File: src/rtl/multicycle_control_unit_if.sv
// Control bus between the multicycle control unit and the ARM-subset datapath.
// Carries the instruction fields and ALU flags that the datapath presents,
// the memory handshake, and every select/enable the controller drives back.
//   master : the control unit (drives the controls, samples the instruction and flags)
//   slave  : the datapath / memory side
interface multicycle_control_unit_if;
  // datapath -> controller
  logic [3:0] Cond;
  logic [1:0] Op;
  logic [5:0] Funct;
  logic [3:0] Rd;
  logic [3:0] ALUFlags;
  logic       MemReady;
  // controller -> datapath
  logic       PCSrc;
  logic       MemtoReg;
  logic       ALUSrc;
  logic       RegWrite;
  logic [3:0] ALUControl;
  logic [1:0] ImmSrc;
  logic [2:0] RegSrc;
  logic       PCWrite;
  logic       MemRead;
  logic       MemWrite;
  logic [3:0] Flags;
  logic [1:0] State;
  logic       Fault;

  modport master (
    input  Cond, Op, Funct, Rd, ALUFlags, MemReady,
    output PCSrc, MemtoReg, ALUSrc, RegWrite, ALUControl, ImmSrc, RegSrc,
           PCWrite, MemRead, MemWrite, Flags, State, Fault
  );

  modport slave (
    output Cond, Op, Funct, Rd, ALUFlags, MemReady,
    input  PCSrc, MemtoReg, ALUSrc, RegWrite, ALUControl, ImmSrc, RegSrc,
           PCWrite, MemRead, MemWrite, Flags, State, Fault
  );
endinterface

File: src/rtl/multicycle_control_unit.sv
// Multicycle sequencing controller for the ARM-subset datapath.
// Decodes DP / branch / LDR-STR (immediate offset) instructions, evaluates the
// condition field against the stored NZCV flags and walks the datapath through
// FETCH -> EXEC (-> MEM) -> FETCH. A data-memory access that never completes
// within TIMEOUT MEM cycles parks the unit in FAULT until reset.
// Ports:
//   clk  - clock, rising edge
//   rst  - asynchronous reset, active low
//   bus  - control bus (master side): instruction fields, ALU flags and
//          MemReady in; datapath selects/enables, Flags, State, Fault out
module multicycle_control_unit #(
  parameter int TIMEOUT = 16
) (
  input logic clk,
  input logic rst,
  multicycle_control_unit_if.master bus
);

  localparam int CW = (TIMEOUT > 2) ? $clog2(TIMEOUT) : 1;

  localparam logic [1:0] FETCH = 2'b00;
  localparam logic [1:0] EXEC  = 2'b01;
  localparam logic [1:0] MEM   = 2'b10;
  localparam logic [1:0] FAULT = 2'b11;

  localparam logic [3:0] ALU_ADD  = 4'b0000;
  localparam logic [3:0] ALU_SUB  = 4'b0001;
  localparam logic [3:0] ALU_AND  = 4'b0010;
  localparam logic [3:0] ALU_ORR  = 4'b0011;
  localparam logic [3:0] ALU_EOR  = 4'b0100;
  localparam logic [3:0] ALU_MOVB = 4'b0101;

  logic [1:0]    state, state_n;
  logic [3:0]    flags;
  logic [CW-1:0] cnt;

  // ---------------------------------------------------------------- condition
  logic fn, fz, fc, fv;
  logic condex;
  assign {fn, fz, fc, fv} = flags;

  always_comb begin
    condex = 1'b0;
    case (bus.Cond)
      4'b0000: condex = fz;
      4'b0001: condex = ~fz;
      4'b0010: condex = fc;
      4'b0011: condex = ~fc;
      4'b0100: condex = fn;
      4'b0101: condex = ~fn;
      4'b0110: condex = fv;
      4'b0111: condex = ~fv;
      4'b1000: condex = fc & ~fz;
      4'b1001: condex = ~fc | fz;
      4'b1010: condex = (fn == fv);
      4'b1011: condex = (fn != fv);
      4'b1100: condex = ~fz & (fn == fv);
      4'b1101: condex = fz | (fn != fv);
      4'b1110: condex = 1'b1;
      default: condex = 1'b0;
    endcase
  end

  // ------------------------------------------------------------------ decode
  logic [3:0] cmd;
  logic       is_cmp, dp_ok, mem_ok, is_b, is_ldr;
  logic [3:0] dp_alu;
  logic [3:0] mem_alu;
  logic       taken;

  assign cmd    = bus.Funct[4:1];
  assign is_cmp = (cmd == 4'b1010);
  assign is_b   = (bus.Op == 2'b10);
  assign mem_ok = (bus.Op == 2'b01) & ~bus.Funct[5];
  assign is_ldr = bus.Funct[0];
  // U bit selects whether the offset is added or subtracted
  assign mem_alu = bus.Funct[3] ? ALU_ADD : ALU_SUB;

  always_comb begin
    dp_ok  = (bus.Op == 2'b00);
    dp_alu = ALU_ADD;
    case (cmd)
      4'b0000: dp_alu = ALU_AND;
      4'b0001: dp_alu = ALU_EOR;
      4'b0010: dp_alu = ALU_SUB;
      4'b0100: dp_alu = ALU_ADD;
      4'b1100: dp_alu = ALU_ORR;
      4'b1010: dp_alu = ALU_SUB;
      4'b1101: dp_alu = ALU_MOVB;
      default: dp_ok  = 1'b0;
    endcase
  end

  // Unsupported encodings fall through the same path as a failed condition.
  assign taken = condex & (dp_ok | is_b | mem_ok);

  // ----------------------------------------------------------------- outputs
  logic       pcsrc, memtoreg, alusrc, regwrite, pcwrite, memread, memwrite;
  logic [3:0] aluctl;
  logic [1:0] immsrc;
  logic [2:0] regsrc;
  logic       flag_we;

  always_comb begin
    state_n  = state;
    pcsrc    = 1'b0;
    memtoreg = 1'b0;
    alusrc   = 1'b0;
    regwrite = 1'b0;
    pcwrite  = 1'b0;
    memread  = 1'b0;
    memwrite = 1'b0;
    aluctl   = 4'b0000;
    immsrc   = 2'b00;
    regsrc   = 3'b000;
    flag_we  = 1'b0;
    case (state)
      FETCH: state_n = EXEC;
      EXEC: begin
        state_n = FETCH;
        if (!taken) begin
          pcwrite = 1'b1;
        end else if (dp_ok) begin
          alusrc   = bus.Funct[5];
          aluctl   = dp_alu;
          regwrite = ~is_cmp;
          pcwrite  = 1'b1;
          pcsrc    = ~is_cmp & (bus.Rd == 4'd15);
          flag_we  = bus.Funct[0] | is_cmp;
        end else if (is_b) begin
          immsrc  = 2'b10;
          alusrc  = 1'b1;
          regsrc  = 3'b001;
          aluctl  = ALU_ADD;
          pcsrc   = 1'b1;
          pcwrite = 1'b1;
        end else begin
          // address computation only; the access itself happens in MEM
          immsrc  = 2'b01;
          alusrc  = 1'b1;
          aluctl  = mem_alu;
          regsrc  = {~is_ldr, 2'b00};
          state_n = MEM;
        end
      end
      MEM: begin
        // instruction register is stable, so the address controls re-decode
        // to the same values they had in EXEC
        immsrc   = 2'b01;
        alusrc   = 1'b1;
        aluctl   = mem_alu;
        regsrc   = {~is_ldr, 2'b00};
        memread  = is_ldr;
        memwrite = ~is_ldr;
        if (bus.MemReady) begin
          pcwrite  = 1'b1;
          regwrite = is_ldr;
          memtoreg = is_ldr;
          pcsrc    = is_ldr & (bus.Rd == 4'd15);
          state_n  = FETCH;
        end else if (cnt == CW'(TIMEOUT - 1)) begin
          state_n = FAULT;
        end
      end
      default: state_n = FAULT;
    endcase
  end

  // ------------------------------------------------------------------- state
  always_ff @(posedge clk or negedge rst) begin
    if (!rst) begin
      state <= FETCH;
      flags <= 4'b0000;
      cnt   <= '0;
    end else begin
      state <= state_n;
      if (flag_we) flags <= bus.ALUFlags;
      if (state == EXEC)
        cnt <= '0;
      else if (state == MEM && !bus.MemReady)
        cnt <= cnt + CW'(1);
    end
  end

  assign bus.PCSrc      = pcsrc;
  assign bus.MemtoReg   = memtoreg;
  assign bus.ALUSrc     = alusrc;
  assign bus.RegWrite   = regwrite;
  assign bus.ALUControl = aluctl;
  assign bus.ImmSrc     = immsrc;
  assign bus.RegSrc     = regsrc;
  assign bus.PCWrite    = pcwrite;
  assign bus.MemRead    = memread;
  assign bus.MemWrite   = memwrite;
  assign bus.Flags      = flags;
  assign bus.State      = state;
  assign bus.Fault      = (state == FAULT);

endmodule
File: src/flat_wrapper.sv
// flat-port wrapper written by rule: the top's interface ports become plain ports
module multicycle_control_unit_flat 
#(
  parameter int TIMEOUT = 16
)
  (clk, rst, bus_Cond, bus_Op, bus_Funct, bus_Rd, bus_ALUFlags, bus_MemReady, bus_PCSrc, bus_MemtoReg, bus_ALUSrc, bus_RegWrite, bus_ALUControl, bus_ImmSrc, bus_RegSrc, bus_PCWrite, bus_MemRead, bus_MemWrite, bus_Flags, bus_State, bus_Fault);
  multicycle_control_unit_if bus_i ();
  input logic clk;
  input logic rst;
  input wire logic [$bits(bus_i.Cond)-1:0] bus_Cond;
  input wire logic [$bits(bus_i.Op)-1:0] bus_Op;
  input wire logic [$bits(bus_i.Funct)-1:0] bus_Funct;
  input wire logic [$bits(bus_i.Rd)-1:0] bus_Rd;
  input wire logic [$bits(bus_i.ALUFlags)-1:0] bus_ALUFlags;
  input wire logic [$bits(bus_i.MemReady)-1:0] bus_MemReady;
  output wire logic [$bits(bus_i.PCSrc)-1:0] bus_PCSrc;
  output wire logic [$bits(bus_i.MemtoReg)-1:0] bus_MemtoReg;
  output wire logic [$bits(bus_i.ALUSrc)-1:0] bus_ALUSrc;
  output wire logic [$bits(bus_i.RegWrite)-1:0] bus_RegWrite;
  output wire logic [$bits(bus_i.ALUControl)-1:0] bus_ALUControl;
  output wire logic [$bits(bus_i.ImmSrc)-1:0] bus_ImmSrc;
  output wire logic [$bits(bus_i.RegSrc)-1:0] bus_RegSrc;
  output wire logic [$bits(bus_i.PCWrite)-1:0] bus_PCWrite;
  output wire logic [$bits(bus_i.MemRead)-1:0] bus_MemRead;
  output wire logic [$bits(bus_i.MemWrite)-1:0] bus_MemWrite;
  output wire logic [$bits(bus_i.Flags)-1:0] bus_Flags;
  output wire logic [$bits(bus_i.State)-1:0] bus_State;
  output wire logic [$bits(bus_i.Fault)-1:0] bus_Fault;
  assign bus_i.Cond = bus_Cond;
  assign bus_i.Op = bus_Op;
  assign bus_i.Funct = bus_Funct;
  assign bus_i.Rd = bus_Rd;
  assign bus_i.ALUFlags = bus_ALUFlags;
  assign bus_i.MemReady = bus_MemReady;
  assign bus_PCSrc = bus_i.PCSrc;
  assign bus_MemtoReg = bus_i.MemtoReg;
  assign bus_ALUSrc = bus_i.ALUSrc;
  assign bus_RegWrite = bus_i.RegWrite;
  assign bus_ALUControl = bus_i.ALUControl;
  assign bus_ImmSrc = bus_i.ImmSrc;
  assign bus_RegSrc = bus_i.RegSrc;
  assign bus_PCWrite = bus_i.PCWrite;
  assign bus_MemRead = bus_i.MemRead;
  assign bus_MemWrite = bus_i.MemWrite;
  assign bus_Flags = bus_i.Flags;
  assign bus_State = bus_i.State;
  assign bus_Fault = bus_i.Fault;
  multicycle_control_unit #(.TIMEOUT(TIMEOUT)) u_core (.clk(clk), .rst(rst), .bus(bus_i));
endmodule
File: config.mk
export PLATFORM = sky130hd
export DESIGN_NAME = multicycle_control_unit_flat
export DESIGN_NICKNAME = d
export VERILOG_FILES = /design/src/rtl/multicycle_control_unit_if.sv /design/src/rtl/multicycle_control_unit.sv /design/src/flat_wrapper.sv
export SDC_FILE = /design/constraint.sdc
export NUM_CORES = 1
export LEC_CHECK = 0
export CAP_MARGIN = 25
export CORE_MARGIN = 8
export CORE_UTILIZATION = 35
export DETAILED_ROUTE_END_ITERATION = 12
export GPL_ROUTABILITY_DRIVEN = 0
export GPL_TIMING_DRIVEN = 0
export PLACE_DENSITY = 0.71
export REMOVE_ABC_BUFFERS = 1
export SETUP_SLACK_MARGIN = 0.3
export SLEW_MARGIN = 20
export SYNTH_ARGS = -nofsm -noshare
export SYNTH_HDL_FRONTEND = slang
export SYNTH_SLANG_ARGS = --single-unit
File: constraint.sdc
create_clock -name clk -period 2.7 [get_ports clk]
set_clock_uncertainty 0.15 [all_clocks]
set_input_delay 0.54 -clock clk [delete_from_list [all_inputs] [get_ports clk]]
set_output_delay 0.54 -clock clk [all_outputs]
set_load 0.05 [all_outputs]
=== After elaboration in Yosys (flattened, before gate mapping) ===
Index checks and enable logic that the tools add are counted.

* Bits in registers: 10
* Output and inout bits: 23
* Logic and storage cells: 107

* Add/sub/neg operators: 1
* Equality and inequality tests: 30
* Muxes and demuxes: 46
* Bitwise gates (word level): 18
* Reductions and logical operators: 9

{| class="wikitable"
|+ Operator list
! operator !! count
|-
| $eq 4x4->1 const B || 12
|-
| $eq 4x3->1 const B || 5
|-
| $mux 1 || 20
|-
| $mux 4 || 5
|-
| $mux 2 || 8
|-
| $pmux 1 s15 || 1
|-
| $pmux 3 s5 || 1
|-
| $eq 4x2->1 const B || 3
|-
| $mux 3 || 3
|-
| $eq 4x1->1 const B || 2
|-
| $logic_not 4->1 || 2
|-
| $pmux 1 s2 || 4
|-
| $pmux 4 s2 || 1
|-
| $not 1->1 || 7
|-
| $reduce_or 7->1 || 1
|-
| $and 1x1->1 || 6
|-
| $eq 2x2->1 const B || 3
|-
| $pmux 2 s3 || 1
|-
| $pmux 3 s2 || 1
|-
| $or 1x1->1 || 5
|-
| $add 4x1->4 const B || 1
|-
| $eq 2x1->1 const B || 2
|-
| $logic_not 2->1 || 2
|-
| $pmux 2 s2 || 1
|-
| 7 further kinds || 7
|}

=== Longest topological paths before layout ===
Gate-level depths: netlist of the first run.

* Depth after elaboration: 8
* Depth in mapped cells: 7
* Depth with buffers taken out: 6

=== Least setup slack after synthesis of the first run ===
OpenSTA, ideal clock, no wires.

* Kind: register to output
* Start point: register u_core.flags[3], in the netlist u_core.bus.Flags[3]
* End point: output port bus_RegSrc[2]
* Arrival time: 2.653 ns
* Data required time: 2.010 ns
* Path slack: -0.643 ns
* Stages on the path, launching flop included: 8
* Buffers on the path: 1
* Cells stage by stage: dfrtp_1 buf_6 xnor2_1 mux2i_1 a311o_1 a311oi_2 nand2_1 a21oi_1

* Longest elaborated chain between the ends: 6
* Elaborated cells between the ends (all ways): 9
* Classes of those cells: eq/ne: 2; mux: 3; bitwise: 4

{| class="wikitable"
|+ RTL lines
! item !! line !! RTL
|-
| from (decl) || multicycle_control_unit.sv:34 || <nowiki>logic [3:0] flags;</nowiki>
|-
| from (signal assigned) || multicycle_control_unit.sv:177 || <nowiki>if (flag_we) flags <= bus.ALUFlags;</nowiki>
|-
| $ne 1x1->1 or $eq 1x1->1 (tied branches) || n/a ||
|-
| $or 1x1->1 or $and 1x1->1 (tied branches) || multicycle_control_unit.sv:58, multicycle_control_unit.sv:57 ||
|-
| $pmux 1 s15 (*) || multicycle_control_unit.sv:44 || <nowiki>case (bus.Cond)</nowiki>
|-
| $and 1x1->1 (*) || multicycle_control_unit.sv:95 || <nowiki>assign taken = condex & (dp_ok | is_b | mem_ok);</nowiki>
|-
| $mux 3 (*) || multicycle_control_unit.sv:121 || <nowiki>if (!taken) begin</nowiki>
|-
| $pmux 3 s2 (*) || multicycle_control_unit.sv:117 || <nowiki>case (state)</nowiki>
|-
| to (decl) || flat_wrapper.sv:22 || <nowiki>output wire logic [$bits(bus_i.RegSrc)-1:0] bus_RegSrc;</nowiki>
|}

Every way passes the cells marked *; elsewhere a longest branch is shown, timed or not.

=== Final worst setup path of the first run ===
* Start point: register u_core.flags[0], in the netlist u_core.bus.Flags[0]
* End point: output port bus_PCSrc

* Longest elaborated chain between the ends: 6
* Elaborated cells between the ends (all ways): 9
* Classes of those cells: eq/ne: 2; mux: 3; bitwise: 4

{| class="wikitable"
|+ RTL lines
! item !! line !! RTL
|-
| $ne 1x1->1 or $eq 1x1->1 (tied branches) || n/a ||
|-
| $or 1x1->1 or $and 1x1->1 (tied branches) || multicycle_control_unit.sv:58, multicycle_control_unit.sv:57 ||
|-
| $pmux 1 s15 (*) || multicycle_control_unit.sv:44 ||
|-
| $and 1x1->1 (*) || multicycle_control_unit.sv:95 ||
|-
| $mux 1 (*) || multicycle_control_unit.sv:121 ||
|-
| $pmux 1 s2 (*) || multicycle_control_unit.sv:117 ||
|-
| to (decl) || flat_wrapper.sv:16 || <nowiki>output wire logic [$bits(bus_i.PCSrc)-1:0] bus_PCSrc;</nowiki>
|}

Marked as above.

==> impl_results.md, run 1 <==
* CP Cell Sequence: buf_6, and4bb_1, o31a_1, o22ai_4, a311oi_4, buf_6, a31oi_2, o21ai_2, buf_6
* WL per Instance at 15.0 um
* Largest net degree at the start of global routing at 13
* Dpl hpwl at 2210 um
* Vias post-DR at 1,128
* Pins over their slew limit at 0
* Clock Path Buffers at 2
* # port buffers at 43
* Worst setup EP type: output port
* Seq/Total Area, Yosys at approximately a quarter
* H-tree depth at 1
* TritonRoute pass-1 iters at 4
* Yosys cell types at 47
* Core ar. at between 2000 and 3000 um^2
* RSZ-0062 raised after global routing: yes
* Clock slew seen by the registers of the worst setup and hold paths at 50 ps
* Failing checks: negative setup slack
* Area Overhead vs Synth at 66.4%
* Max Cap Violations at 0
* First-pass GRT wire length at roughly 4800 um
* Die height at 70.3 um
* Setup ws final at -272 ps
* Die X at 70.3 um
* Worst-Skew Late Latency at between 200 and 300 ps
* CP Data Required Time at 2010 ps
* Worst Path Arrival at ~2300 ps
* Initial Utilization at 37.1%
* DR iter-0 viols at 65
* Vias per cell at 5.53
* Remaining global-route overflow at 0
* Clock power frac at 6.9%
* Layout cell share with drive strength beyond 1 at 34.7%
* Std cell rows at 19
* Post-synthesis register bit count at 10
* Ant diodes at 0
* Post-Syn Area at roughly 1000 um^2
* Mapped Cells at 125
* Final #Nets at 203
* Total CTS buffers at 3
* Final setup fails at 11
* WL final at just over 3000 um
* Pleak at roughly 0.79 nW
* Sequential Power Share at around a fifth
* Crit path launch type: register
* Fin crit period at 2970 ps
* Pint at 671 uW
* CTS root buf: clkbuf_4
* Fillers at 243
* Pwr dens at 797 nW/um^2
* Slew margin rel. at between 60% and 70%
* Sink Count at 10
* Die area at between 4000 and 5000 um^2
* CTS tree: yes
* Crit Path Class: register to output port
* CP max stage delay at 450 ps
* Final worst-path cycle share at 110%
* Routed Antenna Nets at 0
* Vias in the first global route at 1,142
* Sw Share at between 50% and 60%
* Status: complete, but fails checks
* Tot GR Track Use at between 10% and 20%
* Post-Syn Area per Cell at 8.26 um^2
* TNS Setup at -1810 ps
* IO Pins at 46
* Crit-path most repeated cell: buf_6
* Net Switching at approximately 700 uW
* Ys Warns at 0
* Final routed DRC violation total at 0
* VDD IR max at 562 uV
* Worst slew pin tran at between 500 and 600 ps
* CP max stage cell: dfrtp_2
* Comb pwr share at 74.3%
* CP max FO at 5
* Initial antenna violation count at 0
* Fmax at 336 MHz
* # hold bufs at CTS at 0
* Hold Vio Cnt, Final at 0
* Core Util, Final at between 60% and 70%
* Hold Crit Class: register to register
[sequential cells by signal, summed over array words and instances, names as in the netlist]
signal / flops
u_core.bus.Flags: 4
u_core.cnt: 4
u_core.bus.State: 2
[synthesized netlist by cell type, drive strengths merged]
master	count	area share, %
and3b	2	1.7
a31o	1	0.85
a311oi	1	1.5
nand3	2	0.97
nor3	1	0.48
inv	6	2.2
o32ai	1	0.85
or3	1	0.61
a31oi	2	1.2
o31a	1	0.85
a2111oi	1	0.97
mux2	4	4.4
buf	7	4.7
nand4	4	2.4
nand2	13	4.7
nand2b	1	0.61
o21ai	5	2.4
nor2b	4	2.4
mux2i	3	2.9
a311o	1	0.97
o22ai	2	1.2
clkbuf	2	1.1
dfrtp	10	24
a21oi	7	3.4
nor3b	3	2.2
nor4bb	1	0.97
o32a	2	1.9
xnor2	2	1.7
o2111ai	1	1.5
and4bb	2	2.4
conb	1	0.36
xor2	3	2.5
a21bo	1	0.97
o211ai	2	1.5
nor4	1	0.61
ha	5	6.1
o21bai	1	0.73
and2	1	0.61
nor2	10	3.6
o41ai	1	0.85
and3	5	3.0
o22a	1	0.85
[per-layer routing]
layer / global-route usage, % / share of wire [%]
met3: 3.11 / 6.2
met1: 11.7 / 41
met2: 21.0 / 53
met5: 0 / 0
met4: 3.35 / 0.33
[worst max-delay path, delay by kind of cell, from the launching register on]
family          cells  cell delay (ps)
compound gates      5              950
buf+inv             3              440
flops               1              450
simple gates        1              180
[per-stage QoR]
stage	cells	instance area, um^2	power (mW)	worst slack, ps	hold slack (ps)
detailed placement	191	1450	1.09	-1480	383
floorplan	117	976	0.815	-622	94.4
global placement	191	1450	1.08	-1450	381
global route	204	1720	1.45	-361	440
CTS	203	1610	1.33	-256	400
finish	204	1720	1.37	-272	402
[cells in the final DEF, fill, tap and decap left out, types with 3 or more instances in the layout]
cell             count
clkdlybuf4s50_1     18
nand2_1             11
buf_6               11
nor2_1               9
buf_4                9
dfrtp_1              8
inv_1                5
a21oi_1              5
ha_1                 5
nor2b_1              4
nand4_1              4
mux2_2               4
dlymetal6s2s_1       4
buf_8                4
mux2i_1              3
and3_1               3
o21ai_2              3
xor2_1               3
clkbuf_4             3
dlygate4sd2_1        3
[cell type report]
class,instances,area [um^2],area share [%]
sequential,10,253,14.7
multi-input combinational,101,842,49.0
inverter,6,22.5,1.31
tap,31,38.8,2.26
clock buffer,3,22.5,1.31
timing repair buffer,53,539,31.4
[power by group through the flow]
stage                     Clock, mW  Sequential, mW  Combinational (mW)
final                        0.0949           0.257                1.02
after global routing          0.104           0.265                1.08
after CTS                     0.101           0.256               0.973
after detailed placement          0           0.266               0.820
after global placement            0           0.262               0.814
after floorplan                   0           0.389               0.426
[cell families after synthesis]
group                    share of synthesized area [%]
AO/OA/AOI/OAI                                     22.4
XOR/XNOR                                          4.24
adder cells (fa/ha/maj)                           6.06
buffers and inverters                             8.00
flip-flops                                        24.2
multiplexers                                      7.27
other                                            0.363
AND/OR/NAND/NOR                                   27.4
[worst paths after layout]
path	start	end	slack [ps]	depth (start not counted)
setup / recovery	u_core.bus.Flags[0]$_DFFE_PN0P_	bus_PCSrc	-270	9
hold / removal	u_core.cnt[3]$_DFFE_PN0P_	u_core.cnt[3]$_DFFE_PN0P_	400	2
setup reg to reg	u_core.bus.Flags[0]$_DFFE_PN0P_	u_core.bus.Flags[3]$_DFFE_PN0P_	400	8
hold reg to reg	u_core.cnt[3]$_DFFE_PN0P_	u_core.cnt[3]$_DFFE_PN0P_	400	2
max in group asynchronous	rst	u_core.bus.Flags[0]$_DFFE_PN0P_	1620	1
min in group asynchronous	rst	u_core.cnt[1]$_DFFE_PN0P_	440	1
[what timing repair did]
item	CTS	global route
pin swaps	12	8
gates resized for setup	127	28
setup buffers	9	1
setup endpoints to repair	20	12
hold endpoints to repair	0	0
Power figures use the tool's default switching activity.
==> run 2, diff against run 1 <==
- RECOVER_POWER: not set -> 25
- SETUP_SLACK_MARGIN: 0.3 -> 0.4
==> impl_results.md, run 2 (synthesized netlist as in run 1, its figures left out) <==
* Hold Path Depth at 2 (unchanged)
* Worst Hold Launch: u_core.cnt[3]$_DFFE_PN0P_
* Worst-Skew Late Latency at 260 ps (about the same)
* Sink Count at 10 (unchanged)
* R2R depth at 8 (unchanged)
* Crit-path most repeated cell: buf_6
* CP max stage delay at 450 ps (about the same)
* First-pass GRT wire length at 4820 um (unchanged)
* Slew margin rel. at 63.9% (+1.5 points)
* Hold slack at 408 ps (+5.36 ps)
* Setup ws final at -269 ps (+3.13 ps)
* Vias per cell at 5.60 (+1.3%)
* Pleak at 0.826 nW (+4.4%)
* Vias post-DR at 1,143 (+1.3%)
* Remaining global-route overflow at 0 (unchanged)
* Design Area, Final at 1730 um^2 (+0.73%)
* Layout cell share with drive strength beyond 1 at 35.3% (+0.58 points)
* Fin crit period at 2970 ps (-3.12 ps)
* CTS tree: yes
* Final setup fails at 11 (unchanged)
* H-tree depth at 1 (unchanged)
* Largest net degree at the start of global routing at 13 (unchanged)
* WL final at 3090 um (+1.0%)
* Initial Utilization at 37.1% (unchanged)
* Pins over their slew limit at 0 (unchanged)
* TNS Setup at -1730 ps (+81.4 ps)
* Routed Antenna Nets at 0 (unchanged)
* Worst slew pin tran at 540 ps (-23.0 ps)
* Commonest cells after routing, fill and taps aside: clkdlybuf4s50_1 (16), nand2_1 (11), buf_6 (11), buf_4 (10), nor2_1 (9)
* Ant diodes at 0 (unchanged)
* Pwr Total at 1.39 mW (+1.2%)
* CP max FO at 5 (unchanged)
* Largest delay share family, worst path: compound AO/OA/AOI/OAI gates
* Clock slew seen by the registers of the worst setup and hold paths at 50 ps (about the same)
* Final non-filler cell total at 204 (unchanged)
* Crit path launch type: register
* Worst path bufs/invs at 3 (unchanged)
* # hold bufs at CTS at 0 (unchanged)
* DR iter-0 viols at 65 (unchanged)
* Core Util, Final at 62.2% (+0.45 points)
* Commonest non-fill, non-tap cell in the layout: clkdlybuf4s50_1
* Fillers at 245 (+0.82%)
* Clock power frac at 6.9% (about the same)
* Status: complete, but fails checks
* R2r startpoint: u_core.bus.Flags[0]$_DFFE_PN0P_
* Final routed DRC violation total at 0 (unchanged)
* Pre-CTS worst setup slack at -1480 ps (unchanged)
* IO Pins at 46 (unchanged)
* Worst setup EP type: output port
* CTS root buf: clkbuf_4
* Crit path launch: u_core.bus.Flags[0]$_DFFE_PN0P_
* Pint at 683 uW (+1.8%)
* CP max stage cell: dfrtp_2
* Comb pwr share at 74.4% (about the same)
* VDD IR max at 573 uV (+2.0%)
* Pwr dens at 801 nW/um^2 (+0.43%)
* Crit Path Class: register to output port
* Sequential Power Share at 18.7% (about the same)
* Final worst-path cycle share at 110% (-0.12 points)
* Final #Nets at 203 (unchanged)
* Failing checks: negative setup slack
* Critical R2R Capture: u_core.bus.Flags[3]$_DFFE_PN0P_
* Die height at 70.3 um (unchanged)
* Total CTS buffers at 3 (unchanged)
* Sw Share at 50.7% (-0.29 points)
* Initial antenna violation count at 0 (unchanged)
* Hold Crit Class: register to register
* Hold Vio Cnt, Final at 0 (unchanged)
* Worst R2R Setup Slack at 400 ps (about the same)
* CP Cell Sequence: buf_6, and4bb_1, o31a_1, o22ai_4, a311oi_4, buf_6, a31oi_2, o21ai_2, buf_6
* CP Data Required Time at 2010 ps (about the same)
* Fmax at 337 MHz (+0.11%)
* Hold EP: u_core.cnt[3]$_DFFE_PN0P_
* WL per Instance at 15.1 um (+1.0%)
* Vias in the first global route at 1,142 (unchanged)
* Core ar. at 2780 um^2 (unchanged)
* Max Cap Violations at 0 (unchanged)
* Std cell rows at 19 (unchanged)
* Worst Path Arrival at 2280 ps (about the same)
* Net Switching at 703 uW (+0.58%)
* Clock Path Buffers at 2 (unchanged)
* RSZ-0062 raised after global routing: yes
* Dpl hpwl at 2210 um (unchanged)
* Tot GR Track Use at 11.2% (unchanged)
* TritonRoute pass-1 iters at 4 (unchanged)
* Area Overhead vs Synth at 67.6%
* Die area at 4940 um^2 (unchanged)
* Die X at 70.3 um (unchanged)
* Placed Area at 1450 um^2 (unchanged)
* # port buffers at 43 (unchanged)
* Placed Cells at 191 (unchanged)
-- run 2: metal layers --
metal / vias up / wire length (um) / global-route usage (%)
met5: - / 0 / 0
met4: 0 / 10 / 3.35
met3: 2 / 209 / 3.11
met2: 39 / 1630 / 21.0
met1: 544 / 1240 / 11.7
li1: 558 / - / -
-- run 2: cell type report --
class / instances / area, um^2 / area share (%)
Clock buffer: 3 / 22.5 / 1.30
Inverter: 6 / 22.5 / 1.30
Multi-Input combinational cell: 101 / 861 / 49.7
Sequential cell: 10 / 253 / 14.6
Tap cell: 31 / 38.8 / 2.24
Timing Repair Buffer: 53 / 533 / 30.8
-- run 2: power by group through the flow --
stage               clock [mW]  sequential (mW)  combinational [mW]
global route             0.104            0.266                1.10
detailed placement           0            0.266               0.820
global placement             0            0.262               0.814
finish                  0.0953            0.259                1.03
CTS                      0.101            0.256               0.971
floorplan                    0            0.389               0.426
-- run 2: repair_timing --
| action | CTS | global route |
|---|---|---|
| gates cloned | 0 | 0 |
| resized for setup | 132 | 33 |
| setup endpoints to repair | 21 | 16 |
| setup buffers | 9 | 1 |
| pin swaps | 12 | 9 |
-- run 2: worst reg2reg max path, delay by kind of cell, from the launching register on --
family / cells / cell delay (ps)
simple gates: 1 / 170
buf+inv: 2 / 260
flops: 1 / 450
mux: 1 / 340
compound gates: 4 / 800
-- run 2: worst max path at each step --
stage / endpoint / slack [ps] / depth (start not counted)
6_report: bus_PCSrc / -270 / 9
5_1_grt: bus_PCSrc / -360 / 9
4_1_cts: bus_ImmSrc[1] / -260 / 7
3_5_place_dp: bus_RegSrc[2] / -1480 / 8
3_3_place_gp: bus_RegSrc[2] / -1450 / 8
2_1_floorplan: bus_RegSrc[2] / -620 / 6
